`src/rtl/game_sequencer.sv`:
```
// Endless-runner game sequencer: start/run/hit/over FSM, one scrolling obstacle,
// collision check and score. Define SPEED_RAMP_EN to speed up every RAMP_STEP points.
module game_sequencer #(
  parameter int SCREEN_W   = 640,
  parameter int GROUND_Y   = 400,
  parameter int OBS_W      = 20,
  parameter int OBS_H      = 40,
  parameter int BASE_SPEED = 4,
  parameter int HIT_FRAMES = 30,
  parameter int RAMP_STEP  = 10
) (
  input  logic        clk,
  input  logic        rst,
  input  logic        start_n,
  input  logic        frame_tick,
  input  logic [9:0]  role_x,
  input  logic [9:0]  role_y,
  input  logic [9:0]  role_w,
  input  logic [9:0]  role_h,
  output logic        stop,
  output logic [9:0]  obs_x,
  output logic [9:0]  obs_y,
  output logic [9:0]  obs_w,
  output logic [9:0]  obs_h,
  output logic [13:0] score,
  output logic [1:0]  state,
  output logic        game_over
);

  typedef enum logic [1:0] {
    S_IDLE = 2'd0,
    S_RUN  = 2'd1,
    S_HIT  = 2'd2,
    S_OVER = 2'd3
  } state_t;

  localparam int HW = (HIT_FRAMES < 2) ? 1 : $clog2(HIT_FRAMES + 1);
  localparam int RW = (RAMP_STEP < 2) ? 1 : $clog2(RAMP_STEP);

  localparam logic [9:0]    SCREEN_X  = 10'(SCREEN_W);
  localparam logic [9:0]    OBS_Y     = 10'(GROUND_Y - OBS_H);
  localparam logic [10:0]   OBS_W11   = 11'(OBS_W);
  localparam logic [10:0]   OBS_H11   = 11'(OBS_H);
  localparam logic [3:0]    BASE_SPD  = 4'(BASE_SPEED);
  localparam logic [HW-1:0] HIT_LAST  = HW'(HIT_FRAMES);
  localparam logic [RW-1:0] RAMP_LAST = RW'(RAMP_STEP - 1);
  localparam logic [13:0]   SCORE_MAX = 14'd9999;

  state_t        state_q, state_d;
  logic          stop_q, stop_d;
  logic          game_over_q, game_over_d;
  logic [9:0]    obs_x_q, obs_x_d;
  logic [13:0]   score_q, score_d;
  logic [3:0]    speed_q, speed_d;
  logic [HW-1:0] hit_cnt_q, hit_cnt_d;
  logic [RW-1:0] ramp_cnt_q, ramp_cnt_d;
  logic          start_prev_q;

  logic          start_edge;
  logic          collide;
  logic [HW-1:0] hit_inc;

  assign start_edge = start_prev_q & ~start_n;
  assign hit_inc    = hit_cnt_q + 1'b1;

  // Axis-aligned box overlap; 11-bit sums so right/bottom edges cannot wrap.
  assign collide = ({1'b0, role_x} < ({1'b0, obs_x_q} + OBS_W11)) &&
                   ({1'b0, obs_x_q} < ({1'b0, role_x} + {1'b0, role_w})) &&
                   ({1'b0, role_y} < ({1'b0, OBS_Y} + OBS_H11)) &&
                   ({1'b0, OBS_Y} < ({1'b0, role_y} + {1'b0, role_h}));

  always_ff @(posedge clk or negedge rst) begin
    if (!rst) begin
      state_q      <= S_IDLE;
      stop_q       <= 1'b1;
      game_over_q  <= 1'b0;
      obs_x_q      <= SCREEN_X;
      score_q      <= '0;
      speed_q      <= BASE_SPD;
      hit_cnt_q    <= '0;
      ramp_cnt_q   <= '0;
      start_prev_q <= 1'b1;
    end else begin
      state_q      <= state_d;
      stop_q       <= stop_d;
      game_over_q  <= game_over_d;
      obs_x_q      <= obs_x_d;
      score_q      <= score_d;
      speed_q      <= speed_d;
      hit_cnt_q    <= hit_cnt_d;
      ramp_cnt_q   <= ramp_cnt_d;
      start_prev_q <= start_n;
    end
  end

  always_comb begin
    state_d    = state_q;
    obs_x_d    = obs_x_q;
    score_d    = score_q;
    speed_d    = speed_q;
    hit_cnt_d  = hit_cnt_q;
    ramp_cnt_d = ramp_cnt_q;
    // stop/game_over follow the current state, so they trail a transition by one clock
    stop_d      = (state_q != S_RUN);
    game_over_d = (state_q == S_OVER);

    case (state_q)
      S_IDLE, S_OVER: begin
        if (start_edge) begin
          state_d    = S_RUN;
          obs_x_d    = SCREEN_X;
          score_d    = '0;
          speed_d    = BASE_SPD;
          ramp_cnt_d = '0;
        end
      end
      S_RUN: begin
        if (frame_tick) begin
          if (collide) begin
            state_d   = S_HIT;
            hit_cnt_d = '0;
          end else if (obs_x_q >= {6'd0, speed_q}) begin
            obs_x_d = obs_x_q - {6'd0, speed_q};
          end else begin
            obs_x_d = SCREEN_X;
            if (score_q != SCORE_MAX) begin
              score_d = score_q + 14'd1;
              // ramp_cnt tracks score modulo RAMP_STEP; it is only consumed when ramping
              if (ramp_cnt_q == RAMP_LAST) begin
                ramp_cnt_d = '0;
`ifdef SPEED_RAMP_EN
                if (speed_q != 4'd15) speed_d = speed_q + 4'd1;
`else
                speed_d = speed_q;
`endif
              end else begin
                ramp_cnt_d = ramp_cnt_q + 1'b1;
              end
            end
          end
        end
      end
      S_HIT: begin
        if (frame_tick) begin
          hit_cnt_d = hit_inc;
          if (hit_inc == HIT_LAST) state_d = S_OVER;
        end
      end
      default: state_d = S_IDLE;
    endcase
  end

  assign stop      = stop_q;
  assign game_over = game_over_q;
  assign obs_x     = obs_x_q;
  assign obs_y     = OBS_Y;
  assign obs_w     = 10'(OBS_W);
  assign obs_h     = 10'(OBS_H);
  assign score     = score_q;
  assign state     = state_q;

endmodule

```
`config.mk`:
```
export PLATFORM = sky130hd
export DESIGN_NAME = game_sequencer
export DESIGN_NICKNAME = d
export VERILOG_FILES = /design/src/rtl/game_sequencer.sv
export SDC_FILE = /design/constraint.sdc
export NUM_CORES = 1
export LEC_CHECK = 0
export BUFFER_PORTS_ARGS = -buffer_cell sky130_fd_sc_hd__buf_2
export CAP_MARGIN = 10
export CORE_MARGIN = 2
export CORE_UTILIZATION = 58
export CTS_CLUSTER_SIZE = 25
export DETAILED_ROUTE_END_ITERATION = 8
export GPL_TIMING_DRIVEN = 0
export PLACE_DENSITY = 0.95
export SLEW_MARGIN = 40
export SYNTH_ARGS = -nofsm -noshare
export SYNTH_HDL_FRONTEND = slang
export SYNTH_SLANG_ARGS = --single-unit
```
`constraint.sdc`:
```
create_clock -name clk -period 7.98 [get_ports clk]
set_clock_uncertainty 0.05 [all_clocks]
set_input_delay 1.197 -clock clk [delete_from_list [all_inputs] [get_ports clk]]
set_output_delay 1.197 -clock clk [all_outputs]
set_load 0.02 [all_outputs]
```
======== Yosys cells after proc, flatten, opt, wreduce, memory -nomap -nowiden ========
Cells that the tools add are included.
word-level totals
  register bits after elaboration ......... 34
  input port bits ......................... 44
  output and inout port bits .............. 58
operators by class
  add/sub/neg operators ................... 6
  $lt $le $gt $ge ......................... 5
  equal/unequal tests ..................... 14
  multiplexer cells ....................... 21
  bitwise gates (word level) .............. 2
  reduce and logical (&&, ||, !) cells .... 11
operator list
  cell                     count
  $mux W14                 5
  $mux W10                 4
  $pmux W14 S2             1
  $add A10 B10 Y11         2
  $lt A10 B11 Y1           2
  $pmux W10 S2             1
  $ne A2 B2 Y1 const B     8
  $mux W5                  3
  $add A14 B1 Y14 const B  1
  $ne A14 B14 Y1 const B   1
  $add A10 B5 Y11 const B  1
  $lt A9 B11 Y1 const A    1
  $ge A10 B3 Y1 const B    1
  $lt A10 B9 Y1 const B    1
  $mux W2                  5
  $pmux W5 S2              1
  $sub A10 B3 Y10 const B  1
  $reduce_and A4 Y1        2
  $pmux W2 S3              1
  $reduce_and A6 Y1        1
  $add A5 B1 Y5 const B    1
  $eq A5 B5 Y1 const B     1
  $reduce_and A5 Y1        1
  $eq A2 B2 Y1 const B     2
  other kinds (8)          11

======== Logic depth before layout (Yosys ltp) ========
Gate-level depths: netlist of the first run.
  depth after elaboration ................. 8
  gate-level depth with buffers ........... 17

======== Least setup slack after synthesis of the first run ========
No wires, ideal clock.
  path kind ............................... input to register
  start point ............................. in role_x[1]
  end point ............................... reg score_q[8], in the netlist score[8]
  library setup time ...................... 0.124 ns
  data arrival time ....................... 4.532 ns
  data required time ...................... 7.806 ns
  slack ................................... 3.274 ns
  stages .................................. 17
  path buffers ............................ 1
  cell sequence ........................... ha_1 a21o_1 a21oi_1 o21bai_1 a21oi_1 o21ai_0 a2111oi_0 nor3_1 ha_1 and3_1 nand3_1 o31a_1 a311o_1 nand3_4 buf_2 o21ai_1 a211o_1
between the ends
  cells in the longest elaborated chain, start to end .. 7
ends and longest elaborated chain
  item                           RTL line  text
  start: declaration             16        input logic [9:0] role_x,
  $add A10 B10 Y11               68        ({1'b0, obs_x_q} < ({1'b0, role_x} + {1'b0, role_w})) &&
  $lt A10 B11 Y1                 68
  $logic_and A1 B1 Y1 *          67        assign collide = ({1'b0, role_x} < ({1'b0, obs_x_q} + OBS_W11)) &&
  $logic_and A1 B1 Y1 *          68
  $logic_and A1 B1 Y1 *          69        ({1'b0, role_y} < ({1'b0, OBS_Y} + OBS_H11)) &&
  $ne A2 B2 Y1 (no line) *       --
  $reduce_and A6 Y1 (no line) *  --
  end signal: assignment         88        score_q <= score_d;
  end: declaration               53        logic [13:0] score_q, score_d;
Mark *: on every way between the ends. The rest lies on a longest branch, timed or not.
A chain may end at the register's enable or synchronous reset.

======== Worst setup path after layout of the first run ========
Same ends and word-level chain as after synthesis.

==> impl_metrics.tcl, run 1 <==
set metrics [dict create \
    min_from "hit_cnt_q[4]$_DFFE_PN0P_" \
    synth_seq_area_share_pct 21.8 \
    relSlewSlack_pct 60.2 \
    period_needed_ns 5.04 \
    busiest_layer "met2" \
    rr_startpoint "obs_x[6]$_DFFE_PN0P_" \
    drt-initial-drc-count 366 \
    grtUsageTotal_pct 26.7 \
    cts_resized 0 \
    clkPwrFrac_pct 13.3 \
    sequentialPowerShare_pct 24.0 \
    stdcell_count 597 \
    area_growth_pct 18.7 \
    grt_pass1_vias 3566 \
    drv_cap 0 \
    path_max_fanout 10 \
    fin_crit_sh_pct 63.1 \
    synth_area_mm2 0.00369 \
    ys_types 82 \
    core_mm2 0.00624 \
    ir_drop_uv 172 \
    met3_usage_pct 4.85 \
    drv_slew 0 \
    postCtsHoldBufs 0 \
    worstHoldPathType "reg -> reg" \
    post_cts_buffers 0 \
    rows 29 \
    hold_depth 1 \
    final_common_cell "buf_2" \
    grt_pass1_wl_mm 15.7 \
    cts.sink_count 32 \
    dp_hpwl_mm 7.22 \
    cts_tree "built" \
    tightest_slew_ns 0.597 \
    netlist_top_cells_area "dfrtp_1, ha_1, buf_4" \
    switching_share_pct 50.1 \
    ant_nets 0 \
    cts_buffer_depth 2 \
    synth_edf_count 0 \
    cts_buffers 5 \
    rsz0062_at_grt "no" \
    synth_area_per_cell_um2 8.96 \
    ioPinCount 102 \
    synth-async-reset-ratio_pct 100 \
    p_comb_share_pct 62.7 \
    antenna_found_initial 0 \
    critical_path_class "in -> reg" \
    nets 611 \
    viasPerCell 6.20 \
    ff2ff_path_depth 11 \
    synth_top_area_share_pct 19.0 \
    finalSetupViolations 0 \
    yosys_warnings 0 \
    die-height_um 83.8 \
    synth_area_leader_cell "dfrtp_1" \
    overflow 0 \
    status "finished, final reports clean" \
    n_antenna_cell 0 \
    p_total_mw 1.20 \
    power_density_mw_per_mm2 274 \
    power.internal_mw 0.600 \
    worst_ep_arrival_time_ns 5.17 \
    port_buffers 69 \
    layout_common_cells "buf_2, ha_1, buf_4, conb_1, dfrtp_1" \
    critPathTopFamily "compound AO/OA/AOI/OAI gates" \
    gp_congestion 0.903 \
    drc 0 \
    use_met2_pct 47.2 \
    switching_power_mw 0.601 \
    cp-startpoint "role_x[1]" \
    final_core_util_pct 70.2 \
    routed-via-count 3699 \
    dp_cells 588 \
    setup.worst_path.end_class "flip-flop" \
    met1_usage_pct 32.0 \
    cp_data_required_time_ns 8.12 \
    start_kind "input port" \
    root_buffer "clkbuf_8" \
    holdWs_ns 0.449 \
    max_stage_delay_ns 0.48 \
    final.setup.tns_ns 0 \
    p_leak_nw 2.06 \
    ys_ff_latch 32 \
    syn_inst 412 \
    clock.fmax_mhz 198 \
    wl_mm 9.53 \
    path_cells "buf_2 > ha_1 > a21o_1 > a21oi_1 > o21bai_1 > a21oi_1 > o21ai_0 > a2111oi_0 > nor3_1 > ha_1 > and3_1 > a221oi_1 > o31a_1 > a311oi_4 > nor3_4 > a2111oi_1 > a211o_1" \
    critical-path-slowest-cell "nor3_4" \
    path_buf_inv 1 \
    start_util_pct 59.2 \
    die_area_mm2 0.00702 \
    first_pass_iters 6 \
    layout-drive-gt1-share_pct 27.7 \
    grt_max_degree 33 \
    insertion_delay_ns 0.29 \
    htree_levels 2 \
    routedWlPerCell_um 16.0 \
    clk_pin_slew_worst_paths_ns 0.08 \
    fillCellCount 477 \
    crit_cells 17 \
    die_w_um 83.8 \
    synth_ff_type "dfrtp_1" \
    hold_viol 0 \
]
## cells by family after synthesis
family,after synthesis,synth area share (%)
AO/OA/AOI/OAI,140,30.3
XOR/XNOR,16,4.00
adder cells (fa/ha/maj),48,16.7
buffers and inverters,60,9.79
flip-flops,32,21.8
multiplexers,5,1.39
other,2,0.203
AND/OR/NAND/NOR,109,15.9
## cell type report
| cell class | count | area (um^2) | share of cell area [%] |
|---|---|---|---|
| tap | 77 | 96.3 | 2.20 |
| buffer | 37 | 275 | 6.28 |
| inverter | 23 | 86.3 | 1.97 |
| timing repair buffer | 70 | 373 | 8.51 |
| clock inverter | 2 | 35.0 | 0.799 |
| sequential | 32 | 806 | 18.4 |
| multi-input combinational | 350 | 2640 | 60.2 |
| clock buffer | 6 | 72.6 | 1.66 |
## power groups by stage
stage / registers, mW / clock network, mW / logic [mW]
floorplan: 0.320 / 0 / 0.508
global placement: 0.284 / 0 / 0.699
detailed placement: 0.289 / 0 / 0.731
CTS: 0.287 / 0.157 / 0.739
global route: 0.296 / 0.163 / 0.817
finish: 0.288 / 0.160 / 0.752
## metrics by stage
stage                     worst slack [ns]  area [um^2]
after global routing                  2.62         4380
final                                 2.94         4380
after CTS                             3.00         4360
after detailed placement              2.70         4250
after global placement                2.76         4250
after floorplan                       3.27         3810
## registers in the layout, indices dropped and copies added, names as in the netlist
register      cells
game_over         1
hit_cnt_q         5
obs_x             8
score            14
start_prev_q      1
state             2
stop              1
## per-layer routing
metal / wire (um) / part of all wire [%] / vias up
met5: 0 / 0 / -
met4: 338 / 3.5 / 0
met3: 756 / 7.9 / 44
met2: 4660 / 49 / 200
met1: 3780 / 40 / 1712
li1: - / - / 1743
## final timing paths
path / endpoint / slack (ns)
setup / recovery: score[8]$_DFFE_PN0P_ / 2.94
hold / removal: hit_cnt_q[4]$_DFFE_PN0P_ / 0.45
setup reg to reg: score[8]$_DFFE_PN0P_ / 4.74
hold reg to reg: hit_cnt_q[4]$_DFFE_PN0P_ / 0.45
max in group asynchronous: stop$_DFF_PN1_ / 6.66
min in group asynchronous: obs_x[6]$_DFFE_PN0P_ / 0.74
## cell usage after synthesis, types with 3 or more instances
cell type and instances:
a211oi_1 3, a21o_1 7, a21oi_1 20, a221oi_1 8, a31oi_1 6, a41oi_1 3
and3_1 5, buf_4 32, dfrtp_1 28, dfstp_2 4, ha_1 46, inv_1 22
mux2i_1 4, nand2_1 27, nand2b_1 8, nand3_1 15, nand4_1 7, nor2_1 20
nor3_1 6, nor4_1 4, o211ai_1 6, o21ai_0 13, o21ai_1 6, o21bai_1 3
o221a_1 5, o221ai_1 3, o22ai_1 12, o2bb2ai_1 3, or3_1 5, xnor2_1 8
xor2_1 7
(Power assumes the default switching activity.)
==> run 2, diff against run 1 <==
ABC_AREA = 1   (was not set)
CORE_UTILIZATION = 54   (was 58)
PLACE_DENSITY = 0.92   (was 0.95)
clock period = 5.1 ns   (was 7.98 ns; I/O delays follow)
==> impl_metrics.tcl, run 2 <==
set metrics [dict create \
    grt_pass1_wl_mm 14.6 \
    overflow 0 \
    grt_max_degree 33 \
    start_kind "input port" \
    cts_buffers 5 \
    critical_path_class "in -> reg" \
    start_util_pct 55.0 \
    met1_usage_pct 26.6 \
    largest_reg_flops 14 \
    grtUsageTotal_pct 23.6 \
    root_buffer "clkbuf_8" \
    rsz0062_at_grt "no" \
    reg2reg_slack_ns 1.99 \
    final.setup.tns_ns 0 \
    n_antenna_cell 0 \
    cts_buffer_depth 2 \
    cts_resized 0 \
    worst_ep_arrival_time_ns 3.79 \
    port_buffers 69 \
    busiest_layer "met2" \
    fillCellCount 590 \
    synth_area_mm2 0.00369 \
    p_leak_nw 2.54 \
    cts_tree "built" \
    status "finished, final reports clean" \
    rows 30 \
    register_area_um2 806 \
    synth.most_common_cell "nand2_1" \
    netlist_top_cells_area "dfrtp_1, ha_1, nand2_1" \
    synth_edf_count 0 \
    final_core_util_pct 64.9 \
    grt_pass1_vias 3529 \
    routed-via-count 3676 \
    layout-drive-gt1-share_pct 20.9 \
    area_growth_pct 18.0 \
    met3_usage_pct 2.95 \
    synth_area_leader_cell "dfrtp_1" \
    finalSetupViolations 0 \
    die_w_um 86.7 \
    tightest_slew_ns 0.716 \
    clk_pin_slew_worst_paths_ns 0.06 \
    final_common_cell "nand2_1" \
    die-height_um 86.7 \
    drv_cap 0 \
    dp_cells 709 \
    synth_top_area_share_pct 19.0 \
    multi_input_comb_area_mm2 0.00247 \
    path_max_fanout 10 \
    period_needed_ns 3.67 \
    synth_ff_type "dfrtp_1" \
    use_met2_pct 44.8 \
    synth_seq_area_share_pct 21.8 \
    synth-async-reset-ratio_pct 100 \
    dp_hpwl_mm 6.96 \
    power_density_mw_per_mm2 392 \
    hold_viol 0 \
    syn_inst 530 \
    nets 728 \
    insertion_delay_ns 0.29 \
    drc 0 \
    fin_crit_sh_pct 72.1 \
    gp_congestion 0.957 \
    ant_nets 0 \
    postCtsHoldBufs 0 \
    ys_types 36 \
    htree_levels 2 \
    first_pass_iters 5 \
    drv_slew 0 \
    relSlewSlack_pct 52.3 \
    synth.top_cells.by_count "nand2_1, inv_1, ha_1" \
    antenna_found_initial 0 \
    wl_mm 8.61 \
    yosys_warnings 0 \
    cts.sink_count 32 \
    post_cts_buffers 0 \
    routedWlPerCell_um 12.0 \
    ioPinCount 102 \
    die_area_mm2 0.00752 \
    stdcell_count 717 \
    viasPerCell 5.13 \
    layout_common_cells "nand2_1, buf_2, inv_1" \
    cp_data_required_time_ns 5.22 \
    worstHoldPathType "reg -> reg" \
    synth_area_per_cell_um2 6.97 \
    drt-initial-drc-count 165 \
    ys_ff_latch 32 \
    setup.worst_path.end_class "flip-flop" \
    core_mm2 0.00672 \
    clock.fmax_mhz 272 \
    ir_drop_uv 380 \
]
[run 2: cell types whose count changed in the layout (fill, tap and decap cells not counted), moves of 6 or more]
cell and change:
nand2_1 +126, inv_1 +35, nand3_1 +21, xor2_1 +18, nor2_1 +17, nand4_1 +15, o22ai_1 -12, nand2b_1 -8
a221oi_1 -7, nor3_1 +7, o21ai_1 -6
[run 2: cells by family after synthesis]
group           after synthesis  synth area share [%]
compound gates               37                  6.47
fa+ha+maj                    48                  16.7
other cells                   2                 0.203
xor+xnor                     32                  7.59
simple gates                277                  33.0
buf+inv                     102                  14.2
flops                        32                  21.8
[run 2: final timing paths]
| check | startpoint | cells after the start | to |
|---|---|---|---|
| max in group asynchronous | rst | 1 | state[1]$_DFFE_PN0P_ |
| setup / recovery | role_x[0] | 25 | score[2]$_DFFE_PN0P_ |
| setup reg to reg | obs_x[2]$_DFFE_PN0P_ | 19 | score[2]$_DFFE_PN0P_ |
| hold reg to reg | obs_x[9]$_DFFE_PN1P_ | 2 | obs_x[9]$_DFFE_PN1P_ |
| hold / removal | obs_x[9]$_DFFE_PN1P_ | 2 | obs_x[9]$_DFFE_PN1P_ |
| min in group asynchronous | rst | 1 | obs_x[2]$_DFFE_PN0P_ |
[run 2: layout make-up]
cell class	count	share of cell area (%)
buffer	43	6.95
clock buffer	6	1.67
clock inverter	2	0.804
inverter	59	5.08
multi-input combinational	426	56.8
sequential	32	18.5
tap	80	2.30
timing repair buffer	69	7.92
[run 2: where the power goes]
group / internal [mW] / switching, mW
sequential: 0.316 / 0.0604
clock: 0.145 / 0.0906
combinational: 0.380 / 0.719
[run 2: worst max-delay path, cell delays in order]
cell	delay (ns)
buf_2	0.10
ha_1	0.22
fa_1	0.43
inv_1	0.08
nor2_1	0.04
nor2_1	0.25
xor2_1	0.22
ha_1	0.28
nand2_1	0.09
inv_1	0.04
a21oi_1	0.13
nand2_1	0.09
nand2_1	0.06
nand2_1	0.04
nand2_1	0.06
nand2_1	0.04
nand2_1	0.05
nand2_1	0.08
nor2_2	0.13
nand2_1	0.08
nand2_2	0.11
nand2_4	0.08
buf_2	0.19
nand4_1	0.08
nand2_1	0.07
[run 2: metal layers]
| metal | wire length, um | share of wire (%) |
|---|---|---|
| met5 | 0 | 0 |
| met4 | 137 | 1.6 |
| met3 | 408 | 4.7 |
| met2 | 4500 | 52 |
| met1 | 3560 | 41 |
[run 2: per-stage QoR]
step	area (um^2)	power (mW)	worst slack [ns]	hold slack [ns]
floorplan	3800	1.20	1.73	0.419
global placement	4250	1.41	1.27	0.434
detailed placement	4250	1.46	1.18	0.455
CTS	4360	1.71	1.47	0.465
global route	4360	1.86	1.11	0.478
finish	4360	1.71	1.43	0.462
==> run 3, diff against run 2 <==
clock period = 3.5 ns   (was 5.1 ns; I/O delays follow)
==> impl_metrics.tcl, run 3 (synthesis results as in run 2) <==
set metrics [dict create \
    status "finished, final reports clean" \
    timing.critical_path.mode_cell "nand2_1" \
    routed-via-count 3665 \
    routedWlPerCell_um 12.1 \
    critical_path_class "in -> reg" \
    grtUsageTotal_pct 23.6 \
    cts_buffer_depth 2 \
    ioPinCount 102 \
    clock.fmax_mhz 307 \
    fin_crit_sh_pct 93.1 \
    clk_pin_slew_worst_paths_ns 0.07 \
    dpl_worst_slack_ns -0.181 \
    path_max_fanout 10 \
    relSlewSlack_pct 52.3 \
    grt_pass1_vias 3529 \
    core_mm2 0.00672 \
    ir_drop_uv 555 \
    overflow 0 \
    setup.worst_path.end_class "flip-flop" \
    grt_pass1_wl_mm 14.6 \
    insertion_delay_ns 0.29 \
    hold_viol 0 \
    port_buffers 69 \
    die_w_um 86.7 \
    die_area_mm2 0.00752 \
    p_leak_nw 2.55 \
    gp_congestion 0.957 \
    finalSetupViolations 0 \
    final_core_util_pct 65.3 \
    antenna_found_initial 0 \
    drt-initial-drc-count 174 \
    final_area_mm2 0.00438 \
    max_stage_delay_ns 0.38 \
    rsz0062_at_grt "no" \
    worst_ep_arrival_time_ns 3.37 \
    critical-path-slowest-cell "fa_2" \
    cts_tree "built" \
    ant_nets 0 \
    postCtsHoldBufs 0 \
    start_kind "input port" \
    drv_cap 0 \
    tightest_slew_ns 0.716 \
    nets 729 \
    drv_slew 0 \
    first_pass_iters 5 \
    cts.sink_count 32 \
    rows 30 \
    grt_max_degree 33 \
    setup_ws_ns 0.242 \
    power_density_mw_per_mm2 572 \
    viasPerCell 5.10 \
    cts_buffers 5 \
    placed_area_mm2 0.00425 \
    final_common_cell "nand2_1" \
    htree_levels 2 \
    area_growth_pct 18.7 \
    layout_common_cells "nand2_1, buf_2, inv_1" \
    n_antenna_cell 0 \
    holdWs_ns 0.238 \
    cp_data_required_time_ns 3.62 \
    worstHoldPathType "in -> async" \
    wl_mm 8.68 \
    drc 0 \
    layout-drive-gt1-share_pct 21.9 \
    die-height_um 86.7 \
    dp_hpwl_mm 6.96 \
    start_util_pct 55.0 \
    largest_reg_flops 14 \
    root_buffer "clkbuf_8" \
    period_needed_ns 3.26 \
]
[run 3: stage by stage]
stage | total power, mW | instances | TNS [ns]
after CTS | 2.49 | 717 | 0
after global routing | 2.72 | 718 | 0
after global placement | 2.06 | 709 | -1.12
final | 2.51 | 718 | 0
after floorplan | 1.75 | 560 | 0
after detailed placement | 2.13 | 709 | -3.34
[run 3: metal layers]
metal	global-route usage, %	wire length, um
met5	0	0
met4	8.52	177
met3	2.95	385
met2	44.8	4460
met1	26.6	3660
[run 3: where the power goes]
group	leakage, nW	internal (mW)	switching [mW]
clock network	0.0552	0.211	0.135
registers	0.423	0.460	0.0877
logic	2.07	0.563	1.05
total	2.55	1.23	1.27
[run 3: timing repair]
item	in CTS	in global routing
setup buffers	0	1
gates resized for setup	0	7
hold endpoints to repair	0	0
setup endpoints to repair	0	29
[run 3: path summary, 6_finish.rpt]
check,from,end,slack [ns],cells after the start
worst max-delay path,role_x[0],score[2]$_DFFE_PN0P_,0.24,26
worst min-delay path,rst,obs_x[2]$_DFFE_PN0P_,0.24,1
max in group asynchronous,rst,state[1]$_DFFE_PN0P_,2.70,1
worst max register to register,obs_x[2]$_DFFE_PN0P_,score[2]$_DFFE_PN0P_,0.39,19
worst min register to register,obs_x[9]$_DFFE_PN1P_,obs_x[9]$_DFFE_PN1P_,0.46,2
min in group clk,start_n,start_prev_q$_DFF_PN1_,0.30,1
[run 3: worst max-delay path: cells and delay by family]
kind	cells	cell delay, ns
xor+xnor	1	0.19
fa+ha+maj	3	0.87
buf+inv	5	0.53
simple gates	17	1.26
[run 3: cell type report]
cell class / count / area (um^2)
Sequential cell: 32 / 806
Fill cell: 588 / 2330
Clock inverter: 2 / 35.0
Multi-Input combinational cell: 426 / 2490
Buffer: 43 / 305
Clock buffer: 6 / 72.6
Tap cell: 80 / 100
Timing Repair Buffer: 70 / 353
Inverter: 59 / 221
